[src/rtl/element_cmd_arbiter_if.sv]
// ---------------------------------------------------------------------------
// element_cmd_arbiter_if
// Bundles the signals between the per-core command decoders, the shared
// element command port and the element_cmd_arbiter.
//   req_valid/req_ready        : per-requester handshake (ready = 1-cycle ack)
//   req_envstart..req_trigt    : packed per-requester command fields, slice i
//   tcnt, elem_busy            : element time counter and busy flag
//   cmdstb, envstart..pini     : issued command towards the element
//   grant_id, late_cnt         : last issued requester, saturating late count
// Modports: slave  = arbiter view, master = requester/element view.
// ---------------------------------------------------------------------------
interface element_cmd_arbiter_if #(
  parameter int NREQ           = 4,
  parameter int ENV_ADDRWIDTH  = 32,
  parameter int FREQ_ADDRWIDTH = 32,
  parameter int TCNTWIDTH      = 27
);
  localparam int IDW = $clog2(NREQ);

  logic [NREQ-1:0]                req_valid;
  logic [NREQ-1:0]                req_ready;
  logic [NREQ*ENV_ADDRWIDTH-1:0]  req_envstart;
  logic [NREQ*ENV_ADDRWIDTH-1:0]  req_envlength;
  logic [NREQ*16-1:0]             req_ampx;
  logic [NREQ*FREQ_ADDRWIDTH-1:0] req_freqaddr;
  logic [NREQ*17-1:0]             req_pini;
  logic [NREQ*TCNTWIDTH-1:0]      req_trigt;
  logic [TCNTWIDTH-1:0]           tcnt;
  logic                           elem_busy;
  logic                           cmdstb;
  logic [ENV_ADDRWIDTH-1:0]       envstart;
  logic [ENV_ADDRWIDTH-1:0]       envlength;
  logic [15:0]                    ampx;
  logic [FREQ_ADDRWIDTH-1:0]      freqaddr;
  logic [16:0]                    pini;
  logic [IDW-1:0]                 grant_id;
  logic [15:0]                    late_cnt;

  modport slave (
    input  req_valid, req_envstart, req_envlength, req_ampx, req_freqaddr,
           req_pini, req_trigt, tcnt, elem_busy,
    output req_ready, cmdstb, envstart, envlength, ampx, freqaddr, pini,
           grant_id, late_cnt
  );

  modport master (
    output req_valid, req_envstart, req_envlength, req_ampx, req_freqaddr,
           req_pini, req_trigt, tcnt, elem_busy,
    input  req_ready, cmdstb, envstart, envlength, ampx, freqaddr, pini,
           grant_id, late_cnt
  );
endinterface

[src/rtl/element_cmd_arbiter.sv]
// ---------------------------------------------------------------------------
// element_cmd_arbiter
// Shares one element command port between NREQ cores. A winner is chosen
// round-robin, its command is held until the element tcnt reaches the
// requested trigger time (wrap-safe), then issued with a one-cycle cmdstb and
// a one-cycle req_ready pulse to the winner. After each issue the arbiter
// idles GUARD cycles so the element busy flag has settled before sampling.
// Ports:
//   clk   : element clock
//   reset : synchronous, active-high
//   bus   : element_cmd_arbiter_if.slave (requests, tcnt/busy, issued cmd)
// Optional build macro:
//   ELEMARB_STRICT_PRIORITY_EN : lowest valid index always wins, no rr pointer
// ---------------------------------------------------------------------------
module element_cmd_arbiter #(
  parameter int NREQ           = 4,
  parameter int ENV_ADDRWIDTH  = 32,
  parameter int FREQ_ADDRWIDTH = 32,
  parameter int TCNTWIDTH      = 27,
  parameter int GUARD          = 2
) (
  input  logic                  clk,
  input  logic                  reset,
  element_cmd_arbiter_if.slave  bus
);

  localparam int IDW = $clog2(NREQ);
  localparam int GCW = (GUARD > 1) ? $clog2(GUARD) : 1;
  localparam logic [GCW-1:0] GUARD_LAST = GCW'((GUARD > 0) ? GUARD - 1 : 0);

  typedef enum logic [2:0] {IDLE, LATCH, WAIT_T, ISSUE, HOLD} state_e;

  typedef struct packed {
    logic [ENV_ADDRWIDTH-1:0]  envstart;
    logic [ENV_ADDRWIDTH-1:0]  envlength;
    logic [15:0]               ampx;
    logic [FREQ_ADDRWIDTH-1:0] freqaddr;
    logic [16:0]               pini;
  } cmd_t;

  state_e               state_q, state_d;
  logic [IDW-1:0]       win_q, win_d;
  logic [IDW-1:0]       sel;
  logic [IDW-1:0]       idx;
  cmd_t                 held_q, held_d;
  cmd_t                 cmd_q, cmd_d;
  logic [TCNTWIDTH-1:0] trigt_q, trigt_d;
  logic [TCNTWIDTH-1:0] delta;
  logic                 cmdstb_q, cmdstb_d;
  logic [NREQ-1:0]      ready_q, ready_d;
  logic [IDW-1:0]       grant_q, grant_d;
  logic [15:0]          late_q, late_d;
  logic [GCW-1:0]       guard_q, guard_d;
`ifndef ELEMARB_STRICT_PRIORITY_EN
  logic [IDW-1:0]       rr_q, rr_d;
`endif

  // Winner selection. The loop runs from the far end towards the start so
  // the last assignment, i.e. the nearest valid index, is the one that sticks.
  always_comb begin
    sel = '0;
    idx = '0;
    for (int k = NREQ - 1; k >= 0; k--) begin
`ifdef ELEMARB_STRICT_PRIORITY_EN
      idx = IDW'(k);
`else
      idx = IDW'((int'(rr_q) + k) % NREQ);
`endif
      if (bus.req_valid[idx]) sel = idx;
    end
  end

  always_comb begin
    // NOTE: every signal written here gets a default first, so no path through
    // the case statement can leave one unassigned and infer a latch.
    state_d  = state_q;
    win_d    = win_q;
    held_d   = held_q;
    trigt_d  = trigt_q;
    cmd_d    = cmd_q;
    cmdstb_d = 1'b0;
    ready_d  = '0;
    grant_d  = grant_q;
    late_d   = late_q;
    guard_d  = guard_q;
`ifndef ELEMARB_STRICT_PRIORITY_EN
    rr_d     = rr_q;
`endif
    // Modular distance to the trigger: zero is on time, MSB set means the
    // trigger lies in the past, which stays correct across tcnt rollover.
    delta = trigt_q - bus.tcnt;

    case (state_q)
      IDLE: begin
        if (|bus.req_valid && !bus.elem_busy) state_d = LATCH;
      end
      LATCH: begin
        if (|bus.req_valid) begin
          win_d            = sel;
          held_d.envstart  = bus.req_envstart[int'(sel)*ENV_ADDRWIDTH +: ENV_ADDRWIDTH];
          held_d.envlength = bus.req_envlength[int'(sel)*ENV_ADDRWIDTH +: ENV_ADDRWIDTH];
          held_d.ampx      = bus.req_ampx[int'(sel)*16 +: 16];
          held_d.freqaddr  = bus.req_freqaddr[int'(sel)*FREQ_ADDRWIDTH +: FREQ_ADDRWIDTH];
          held_d.pini      = bus.req_pini[int'(sel)*17 +: 17];
          trigt_d          = bus.req_trigt[int'(sel)*TCNTWIDTH +: TCNTWIDTH];
          state_d          = WAIT_T;
        end else begin
          state_d = IDLE;
        end
      end
      WAIT_T: begin
        if (delta == '0 || delta[TCNTWIDTH-1]) begin
          // Issue outputs are loaded on the transition so that they are
          // visible, registered, during the ISSUE cycle itself.
          state_d        = ISSUE;
          cmdstb_d       = 1'b1;
          ready_d[win_q] = 1'b1;
          cmd_d          = held_q;
          grant_d        = win_q;
`ifndef ELEMARB_STRICT_PRIORITY_EN
          rr_d = (win_q == IDW'(NREQ - 1)) ? '0 : win_q + 1'b1;
`endif
          if (delta != '0 && late_q != 16'hFFFF) late_d = late_q + 16'd1;
        end
      end
      ISSUE: begin
        guard_d = '0;
        state_d = (GUARD == 0) ? IDLE : HOLD;
      end
      HOLD: begin
        if (guard_q == GUARD_LAST) state_d = IDLE;
        else                       guard_d = guard_q + 1'b1;
      end
      default: state_d = IDLE;
    endcase
  end

  // NOTE: sequential state uses non-blocking assignments so every register
  // samples the pre-edge values, independent of statement order.
  always_ff @(posedge clk) begin
    if (reset) begin
      state_q  <= IDLE;
      cmd_q    <= '0;
      cmdstb_q <= 1'b0;
      ready_q  <= '0;
      grant_q  <= '0;
      late_q   <= '0;
      guard_q  <= '0;
`ifndef ELEMARB_STRICT_PRIORITY_EN
      rr_q     <= '0;
`endif
    end else begin
      state_q  <= state_d;
      cmd_q    <= cmd_d;
      cmdstb_q <= cmdstb_d;
      ready_q  <= ready_d;
      grant_q  <= grant_d;
      late_q   <= late_d;
      guard_q  <= guard_d;
`ifndef ELEMARB_STRICT_PRIORITY_EN
      rr_q     <= rr_d;
`endif
    end
  end

  // NOTE: the holding registers carry no reset; LATCH always writes them
  // before WAIT_T or ISSUE can read them, and reset forces the FSM to IDLE.
  always_ff @(posedge clk) begin
    win_q   <= win_d;
    held_q  <= held_d;
    trigt_q <= trigt_d;
  end

  assign bus.cmdstb    = cmdstb_q;
  assign bus.req_ready = ready_q;
  assign bus.envstart  = cmd_q.envstart;
  assign bus.envlength = cmd_q.envlength;
  assign bus.ampx      = cmd_q.ampx;
  assign bus.freqaddr  = cmd_q.freqaddr;
  assign bus.pini      = cmd_q.pini;
  assign bus.grant_id  = grant_q;
  assign bus.late_cnt  = late_q;

endmodule

[src/flat_wrapper.sv]
// flat-port wrapper written by rule: the top's interface ports become plain ports
module element_cmd_arbiter_flat 
#(
  parameter int NREQ           = 4,
  parameter int ENV_ADDRWIDTH  = 32,
  parameter int FREQ_ADDRWIDTH = 32,
  parameter int TCNTWIDTH      = 27,
  parameter int GUARD          = 2
)
  (clk, reset, bus_req_valid, bus_req_envstart, bus_req_envlength, bus_req_ampx, bus_req_freqaddr, bus_req_pini, bus_req_trigt, bus_tcnt, bus_elem_busy, bus_req_ready, bus_cmdstb, bus_envstart, bus_envlength, bus_ampx, bus_freqaddr, bus_pini, bus_grant_id, bus_late_cnt);
  element_cmd_arbiter_if #(.NREQ(NREQ), .ENV_ADDRWIDTH(ENV_ADDRWIDTH), .FREQ_ADDRWIDTH(FREQ_ADDRWIDTH), .TCNTWIDTH(TCNTWIDTH)) bus_i ();
  input  logic clk;
  input  logic reset;
  input wire logic [$bits(bus_i.req_valid)-1:0] bus_req_valid;
  input wire logic [$bits(bus_i.req_envstart)-1:0] bus_req_envstart;
  input wire logic [$bits(bus_i.req_envlength)-1:0] bus_req_envlength;
  input wire logic [$bits(bus_i.req_ampx)-1:0] bus_req_ampx;
  input wire logic [$bits(bus_i.req_freqaddr)-1:0] bus_req_freqaddr;
  input wire logic [$bits(bus_i.req_pini)-1:0] bus_req_pini;
  input wire logic [$bits(bus_i.req_trigt)-1:0] bus_req_trigt;
  input wire logic [$bits(bus_i.tcnt)-1:0] bus_tcnt;
  input wire logic [$bits(bus_i.elem_busy)-1:0] bus_elem_busy;
  output wire logic [$bits(bus_i.req_ready)-1:0] bus_req_ready;
  output wire logic [$bits(bus_i.cmdstb)-1:0] bus_cmdstb;
  output wire logic [$bits(bus_i.envstart)-1:0] bus_envstart;
  output wire logic [$bits(bus_i.envlength)-1:0] bus_envlength;
  output wire logic [$bits(bus_i.ampx)-1:0] bus_ampx;
  output wire logic [$bits(bus_i.freqaddr)-1:0] bus_freqaddr;
  output wire logic [$bits(bus_i.pini)-1:0] bus_pini;
  output wire logic [$bits(bus_i.grant_id)-1:0] bus_grant_id;
  output wire logic [$bits(bus_i.late_cnt)-1:0] bus_late_cnt;
  assign bus_i.req_valid = bus_req_valid;
  assign bus_i.req_envstart = bus_req_envstart;
  assign bus_i.req_envlength = bus_req_envlength;
  assign bus_i.req_ampx = bus_req_ampx;
  assign bus_i.req_freqaddr = bus_req_freqaddr;
  assign bus_i.req_pini = bus_req_pini;
  assign bus_i.req_trigt = bus_req_trigt;
  assign bus_i.tcnt = bus_tcnt;
  assign bus_i.elem_busy = bus_elem_busy;
  assign bus_req_ready = bus_i.req_ready;
  assign bus_cmdstb = bus_i.cmdstb;
  assign bus_envstart = bus_i.envstart;
  assign bus_envlength = bus_i.envlength;
  assign bus_ampx = bus_i.ampx;
  assign bus_freqaddr = bus_i.freqaddr;
  assign bus_pini = bus_i.pini;
  assign bus_grant_id = bus_i.grant_id;
  assign bus_late_cnt = bus_i.late_cnt;
  element_cmd_arbiter #(.NREQ(NREQ), .ENV_ADDRWIDTH(ENV_ADDRWIDTH), .FREQ_ADDRWIDTH(FREQ_ADDRWIDTH), .TCNTWIDTH(TCNTWIDTH), .GUARD(GUARD)) u_core (.clk(clk), .reset(reset), .bus(bus_i));
endmodule
[config.mk]
export PLATFORM = sky130hd
export DESIGN_NAME = element_cmd_arbiter_flat
export DESIGN_NICKNAME = d
export VERILOG_FILES = /design/src/rtl/element_cmd_arbiter_if.sv /design/src/rtl/element_cmd_arbiter.sv /design/src/flat_wrapper.sv
export SDC_FILE = /design/constraint.sdc
export NUM_CORES = 1
export LEC_CHECK = 0
export BUFFER_PORTS_ARGS = -buffer_cell sky130_fd_sc_hd__buf_2
export CAP_MARGIN = 20
export CORE_AREA = 2 2 316 318
export DETAILED_ROUTE_END_ITERATION = 8
export DIE_AREA = 0 0 318 320
export HOLD_SLACK_MARGIN = 0.06
export PLACE_DENSITY = 0.33
export SYNTH_ARGS = -nofsm -noshare
export SYNTH_HDL_FRONTEND = slang
export SYNTH_SLANG_ARGS = --single-unit
[constraint.sdc]
create_clock -name clk -period 26.4 [get_ports clk]
set_input_delay 5.28 -clock clk [delete_from_list [all_inputs] [get_ports clk]]
set_output_delay 5.28 -clock clk [all_outputs]
set_load 0.02 [all_outputs]
### Yosys cells after proc, flatten, opt, wreduce, memory -nomap -nowiden

Index checks and enable logic that the tools add are counted.

| storage, ports and cells | value |
|---|---|
| register bits after elaboration | 316 |
| bits of input ports | 658 |
| output and inout bits | 152 |
| logic and storage cells | 90 |

| operators by class | value |
|---|---|
| add/subtract/negate cells | 7 |
| multiply operators | 2 |
| order comparisons | 6 |
| equality and inequality tests | 9 |
| shifts and indexed selects | 6 |
| muxes and demuxes | 23 |
| bitwise gates (word level) | 2 |
| reductions and logical operators | 16 |

Operators with widths:

| operator | count |
|---|---|
| $shiftx A128 B8 Y32 | 3 |
| $shiftx A108 B32 Y27 | 1 |
| $shiftx A68 B32 Y17 | 1 |
| $shiftx A64 B7 Y16 | 1 |
| $logic_not A27 Y1 | 1 |
| $reduce_bool A27 Y1 | 1 |
| $sub A27 B27 Y27 | 1 |
| $add A16 B1 Y16 const B | 1 |
| $ne A16 B16 Y1 const B | 1 |
| $lt A2 B3 Y1 const B | 5 |
| $pmux W3 S5 | 1 |
| $mul A2 B5 Y7 const B | 2 |
| $mux W2 | 6 |
| $mux W3 | 3 |
| $bmux W1 S2 | 4 |
| $mux W1 | 7 |
| $eq A3 B2 Y1 const B | 2 |
| $ne A2 B1 Y1 const B | 3 |
| $reduce_and A3 Y1 | 2 |
| $add A2 B1 Y2 const B | 2 |
| $add A2 B2 Y2 const B | 2 |
| $reduce_and A2 Y1 | 2 |
| $reduce_or A4 Y1 | 1 |
| $eq A3 B1 Y1 const B | 1 |
| 14 further kinds | 17 |

### Longest topological paths before layout

Gate-level depths: netlist of the first run.

| depth | value |
|---|---|
| depth in word-level cells | 9 |
| gate-level depth with buffers | 16 |
| depth with buffers taken out | 12 |

### Least setup slack after synthesis of the first run

No wires, ideal clock.

| timing path | value |
|---|---|
| kind | input to register |
| from | input bus_req_valid[3] |
| to | register u_core.held_q[0] in the netlist's numbering (enable) |
| setup time | 1063 ps |
| arrival time | 20192 ps |
| data required time | 25337 ps |
| setup slack | 5145 ps |
| stages on the path | 2 |
| buffers on the path | 0 |
| path through | nor4_1 nor4_1 |

| on the way | value |
|---|---|
| word-level cells in the longest chain between the ends | 2 |

RTL lines:

| item | RTL line | source |
|---|---|---|
| start, declared | flat_wrapper.sv:14 | `input wire logic [$bits(bus_i.req_valid)-1:0] bus_req_valid;` |
| $reduce_or A4 Y1 | element_cmd_arbiter.sv:98 | `if (\|bus.req_valid) begin` |
| $reduce_and A2 Y1 (no line) | n/a |  |
| end signal, assigned | element_cmd_arbiter.sv:170 | `held_q <= held_d;` |
| end, declared | element_cmd_arbiter.sv:45 | `cmd_t held_q, held_d;` |

No other way between the ends.
A chain may end at the register's enable or synchronous reset.

### Worst setup path in the final report of the first run

| timing path | value |
|---|---|
| from | input bus_tcnt[1] |
| to | register u_core.cmd_q, in the netlist u_core.bus.pini[1] |

| on the way | value |
|---|---|
| word-level cells in the longest chain between the ends | 4 |

RTL lines:

| item | RTL line | source |
|---|---|---|
| start, declared | flat_wrapper.sv:21 | `input wire logic [$bits(bus_i.tcnt)-1:0] bus_tcnt;` |
| $sub A27 B27 Y27 * | element_cmd_arbiter.sv:91 | `delta = trigt_q - bus.tcnt;` |
| $logic_not A27 Y1 | element_cmd_arbiter.sv:112 | `if (delta == '0 \|\| delta[TCNTWIDTH-1]) begin` |
| $logic_or A1 B1 Y1 * | element_cmd_arbiter.sv:112 |  |
| $reduce_and A2 Y1 (no line) * | n/a |  |
| end signal, assigned | element_cmd_arbiter.sv:154 | `cmd_q <= cmd_d;` |
| end, declared | element_cmd_arbiter.sv:46 | `cmd_t cmd_q, cmd_d;` |

Mark *: on every way between the ends. The rest lies on a longest branch, timed or not.

==> results.sh, run 1 <==
export IMPL_cts_tree="built"
export IMPL_ant_nets=0
export IMPL_vias=18100
export IMPL_cts_sinks=316
export IMPL_die_area_um2=102000
export IMPL_area_delta_synth_final_pct=38.2
export IMPL_grt_pass1_wl_mm=118
export IMPL_pwr_share_seq_pct=38.1
export IMPL_clock_latency_ns=0.58
export IMPL_clock_fmax_mhz=111
export IMPL_rows=115
export IMPL_ff2ff_setup_slack_ns=21.80
export IMPL_max_cap_violations=0
export IMPL_die_width_um=318
export IMPL_yosys_register_bits=316
export IMPL_hpwl_mm=61.6
export IMPL_cts_buffers=42
export IMPL_slew_viol_final=0
export IMPL_hold_viol_final=0
export IMPL_vias_per_cell=4.48
export IMPL_track_usage_pct=15.3
export IMPL_final_cell_mix="buf_2, nand2_1, a21oi_1"
export IMPL_cts_resized=0
export IMPL_firstDrtPassIters=5
export IMPL_fin_skew_ns=0.0228
export IMPL_grt_max_degree=166
export IMPL_die_h_um=320
export IMPL_wl_mm=82.0
export IMPL_stdcell_area_um2=23700
export IMPL_antenna_found_initial=12
export IMPL_min_to="u_core.guard_q"
export IMPL_arrival_ns=9.50
export IMPL_vdd_drop_max_mv=0.0430
export IMPL_cts_max_path_buffers=3
export IMPL_r2r_start="u_core.trigt_q[5]"
export IMPL_synth_nets=2727
export IMPL_syn_inst=2038
export IMPL_fin_nets=3413
export IMPL_syn_area_um2=17200
export IMPL_synth_ff_type="edfxtp_1"
export IMPL_status="completed"
export IMPL_switching_share_pct=32.3
export IMPL_h_tree_depth=2
export IMPL_synth_edf_count=158
export IMPL_grt_pass1_vias=18200
export IMPL_max_slew_worst_pin_slew_ns=1.12
export IMPL_setup_violations=0
export IMPL_rsz0062_at_grt="no"
export IMPL_placed_area_um2=22300
export IMPL_core_um2=98000
export IMPL_place_congestion=0.877
export IMPL_r2r_end="u_core.bus.envstart[11]"
export IMPL_leakage_nw=9.62
export IMPL_path_clk_slew_ns=0.06
export IMPL_port_buffers=809
export IMPL_cts_hold_buffers_added=0
export IMPL_pwr_share_comb_pct=23.7
export IMPL_synthArstFlopShare_pct=0
export IMPL_period_share_pct=34.2
export IMPL_grt_overflow_total=0
export IMPL_ys_seq_area_share_pct=46.0
export IMPL_post_cts_repair_setup_buffers=0
export IMPL_cp_required_ns=26.88
export IMPL_p_clk_share_pct=38.1
export IMPL_p_per_area_nw_per_um2=63.1
export IMPL_worst_setup_path_type="in2reg"
export IMPL_avgSynthCellArea_um2=8.43
export IMPL_drive_above_1_share_pct=32.9
export IMPL_rr_worst_depth=12
export IMPL_initial_core_util_pct=17.5
export IMPL_max_slew_margin_pct=25.1
export IMPL_setup_tns_ns=0
export IMPL_worstHoldPathCells=2
export IMPL_cp_max_fo=75
export IMPL_end_kind="register"
export IMPL_ys_types=54
export IMPL_p_int_mw=1.02
export IMPL_root_buffer="clkbuf_16"
export IMPL_holdCritPathClass="reg2reg"
export IMPL_p_switching_mw=0.484
export IMPL_cp_start_kind="input port"
export IMPL_mostFrequentLayoutCell="buf_2"
export IMPL_yosys_warnings=0
export IMPL_layout_min_cycle_time_ns=9.02
export IMPL_drtIter0Drc=906
export IMPL_hold_start="u_core.guard_q"
export IMPL_drc_errors=0
export IMPL_wl_per_cell_um=20.3
export IMPL_pin_count=810
export IMPL_fin_util_pct=24.2
## logic make-up after synthesis
kind of cell	after synthesis	synth area share [%]
compound gates	677	23.9
xor+xnor	30	1.53
fa+ha+maj	31	2.26
buf+inv	228	5.21
flops	316	46.0
mux	3	0.175
simple gates	753	20.9
## how the worst max path moves through the flow
stage	endpoint	depth (start not counted)	slack (ns)	start
floorplan	u_core.held_q[0]	2	5.14	bus_req_valid[3]
global placement	u_core.bus.freqaddr[14]	14	16.90	bus_tcnt[11]
detailed placement	u_core.bus.pini[1]	14	16.86	bus_tcnt[1]
CTS	u_core.bus.pini[1]	14	17.43	bus_tcnt[1]
global route	u_core.bus.pini[1]	14	17.02	bus_tcnt[11]
finish	u_core.bus.pini[1]	14	17.38	bus_tcnt[1]
## routing by layer
layer	share of wire [%]	routed length, µm	up-vias	track usage, %
met1	40	32800	8646	17.4
li1	-	-	8787	-
met2	51	41400	579	27.6
met3	6.2	5090	114	3.96
met5	0.093	76	-	0
met4	3.3	2670	12	5.13
## synthesized netlist by cell type (20+ instances only)
cell type / instances / share of area (%)
xnor2_1: 26 / 1.3
edfxtp_1: 158 / 28
a211oi_1: 157 / 6.9
o21ai_0: 132 / 3.8
dfxtp_1: 158 / 18
nor2_1: 32 / 0.70
inv_1: 38 / 0.83
and2_1: 163 / 5.9
a31oi_1: 162 / 5.9
o21ai_1: 20 / 0.58
a21oi_1: 172 / 5.0
nand3_1: 148 / 4.3
nand2_1: 347 / 7.6
clkbuf_1: 170 / 3.7
ha_1: 31 / 2.3
## worst max-delay path: stages
cell       delay, ns
buf_2           0.08
inv_1           0.03
ha_1            0.30
nor2b_1         0.16
o2111ai_1       0.37
a2111oi_0       0.19
or4_1           0.45
or3_1           0.39
a2111oi_2       0.32
nand4_1         0.25
o41ai_4         0.41
buf_4           0.71
nand3_1         0.20
a21oi_1         0.19
## power groups by stage
stage          combinational (mW)  clock, mW  sequential, mW
2_1_floorplan               0.201          0           0.600
6_report                    0.356      0.572           0.571
4_1_cts                     0.365      0.599           0.572
5_1_grt                     0.395      0.615           0.574
3_3_place_gp                0.362          0           0.582
3_5_place_dp                0.363          0           0.582
## registers in the layout, summed over array words and instances, names as in the netlist, 4 cells and up
signal and count:
u_core.bus.late_cnt 16, u_core.bus.req_ready 4, u_core.bus.envlength 32, u_core.bus.freqaddr 32, u_core.held_q 129, u_core.bus.envstart 32
u_core.bus.ampx 16, u_core.trigt_q 27, u_core.bus.pini 17
## through the flow
stage,power [mW],hold slack (ns),std cells,setup slack [ns]
final,1.50,0.462,4049,17.38
after global routing,1.58,0.481,4047,17.02
after CTS,1.54,0.468,4043,17.43
after detailed placement,0.945,0.461,3965,16.86
after global placement,0.944,0.449,3965,16.90
after floorplan,0.800,0.437,2038,5.14
## area by class of cell
cell class              count  area (µm²)
flip-flops and latches    316        7910
inverters                  39         154
multi-input cells        1494        8430
fillers                 10800       74200
repair buffers            831        4250
clock buffers              56        1150
clock inverters            22         229
diodes                      4        10.0
well taps                1287        1610
Power figures use the tool's default switching activity.
==> run 2: changes to the inputs <==
CORE_AREA = 2 2 315 317   (was 2 2 316 318)
DIE_AREA = 0 0 317 319   (was 0 0 318 320)
PLACE_DENSITY = 0.35   (was 0.33)
clock period = 7.59 ns   (was 26.4 ns; I/O delays follow)
==> results.sh, run 2 (synthesis gave the netlist of run 1 again) <==
export IMPL_cts_max_path_buffers=3
export IMPL_cp_start_kind="input port"
export IMPL_worstHoldPathCells=2
export IMPL_grt_overflow_total=0
export IMPL_worst_setup_path_type="in2reg"
export IMPL_pin_count=810
export IMPL_hpwl_mm=60.0
export IMPL_cp_required_ns=8.06
export IMPL_max_slew_margin_pct=31.1
export IMPL_holdCritPathClass="reg2reg"
export IMPL_grt_pass1_wl_mm=114
export IMPL_p_per_area_nw_per_um2=214
export IMPL_firstDrtPassIters=5
export IMPL_clock_latency_ns=0.58
export IMPL_core_um2=97700
export IMPL_drc_errors=0
export IMPL_end_kind="register"
export IMPL_setup_tns_ns=0
export IMPL_antenna_found_initial=8
export IMPL_leakage_nw=9.55
export IMPL_path_clk_slew_ns=0.06
export IMPL_cts_hold_buffers_added=0
export IMPL_fin_skew_ns=0.0383
export IMPL_mostFrequentLayoutCell="buf_2"
export IMPL_status="completed"
export IMPL_place_congestion=0.852
export IMPL_setup_violations=0
export IMPL_grt_pass1_vias=18100
export IMPL_layout_min_cycle_time_ns=5.33
export IMPL_largest_reg_flops=129
export IMPL_root_buffer="clkbuf_16"
export IMPL_post_cts_repair_setup_buffers=0
export IMPL_slew_viol_final=0
export IMPL_largest_register="u_core.held_q"
export IMPL_area_delta_synth_final_pct=37.7
export IMPL_fin_nets=3410
export IMPL_cts_buffers=41
export IMPL_rr_worst_depth=12
export IMPL_die_area_um2=101000
export IMPL_cp_max_fo=60
export IMPL_wl_mm=79.3
export IMPL_die_width_um=317
export IMPL_rows=115
export IMPL_period_share_pct=70.3
export IMPL_wl_per_cell_um=19.6
export IMPL_hold_viol_final=0
export IMPL_vdd_drop_max_mv=0.130
export IMPL_vias=18100
export IMPL_port_buffers=809
export IMPL_h_tree_depth=2
export IMPL_whs_ns=0.456
export IMPL_max_slew_worst_pin_slew_ns=1.03
export IMPL_cts_resized=0
export IMPL_max_cap_violations=0
export IMPL_grt_max_degree=188
export IMPL_final_cell_mix="buf_2, nand2_1, a21oi_1"
export IMPL_clock_fmax_mhz=188
export IMPL_drtIter0Drc=927
export IMPL_rsz0062_at_grt="no"
export IMPL_die_h_um=319
export IMPL_cts_sinks=316
export IMPL_drive_above_1_share_pct=32.4
export IMPL_ant_nets=0
export IMPL_cts_tree="built"
export IMPL_arrival_ns=5.80
export IMPL_initial_core_util_pct=17.6
export IMPL_track_usage_pct=14.9
export IMPL_vias_per_cell=4.48
run 2: cell count changes in the layout (fill, tap and decap cells not counted), sizes merged:
| cell | delta |
|---|---|
| buf | -2 |
| bufinv | -2 |
| clkbuf | +6 |
| clkinv | -6 |
run 2: report_power, final:
group | internal, mW | switching [mW]
registers | 1.95 | 0.0418
clock network | 1.06 | 0.781
logic | 0.416 | 0.817
run 2: layer usage:
layer,up-vias,wire (µm),track usage [%]
met4,4,3060,6.11
met1,8674,31300,16.9
met2,529,39300,26.1
met3,113,5720,4.05
met5,-,23,0
li1,8783,-,-
run 2: final timing paths:
kind | start | endpoint | slack (ns)
hold / removal | u_core.guard_q | u_core.guard_q | 0.46
setup reg to reg | u_core.trigt_q[5] | u_core.bus.envstart[30] | 3.00
setup / recovery | bus_tcnt[5] | u_core.bus.envstart[30] | 2.26
hold reg to reg | u_core.guard_q | u_core.guard_q | 0.46
run 2: final cells by class:
| cell class | count | area (µm²) |
|---|---|---|
| fill | 10800 | 74000 |
| clock buffer | 62 | 1120 |
| sequential | 316 | 7910 |
| clock inverter | 14 | 140 |
| tap | 1287 | 1610 |
| timing repair buffer | 829 | 4280 |
| antenna | 4 | 10.0 |
| multi-input combinational | 1494 | 8440 |
| inverter | 39 | 154 |
run 2: per-stage QoR:
| stage | instances | cell area [µm²] | power [mW] | utilization, % | setup slack (ns) |
|---|---|---|---|---|---|
| CTS | 4040 | 23600 | 5.20 | 24.2 | 2.22 |
| floorplan | 2038 | 17200 | 2.76 | - | 0.539 |
| global route | 4045 | 23700 | 5.36 | 24.2 | 1.80 |
| finish | 4045 | 23700 | 5.07 | 24.2 | 2.26 |
| detailed placement | 3964 | 22400 | 3.29 | 22.9 | 1.61 |
| global placement | 3964 | 22400 | 3.28 | 22.9 | 1.66 |
run 2: worst max-delay path, cell delays in order:
cell,delay (ns)
buf_2,0.10
inv_1,0.05
ha_1,0.45
and4_1,0.23
o21ai_0,0.14
and2_1,0.24
a211o_1,0.31
a21oi_1,0.23
o41ai_1,0.14
xnor2_2,0.80
o41a_2,0.59
buf_4,0.59
o21ai_0,0.16
a21oi_1,0.17
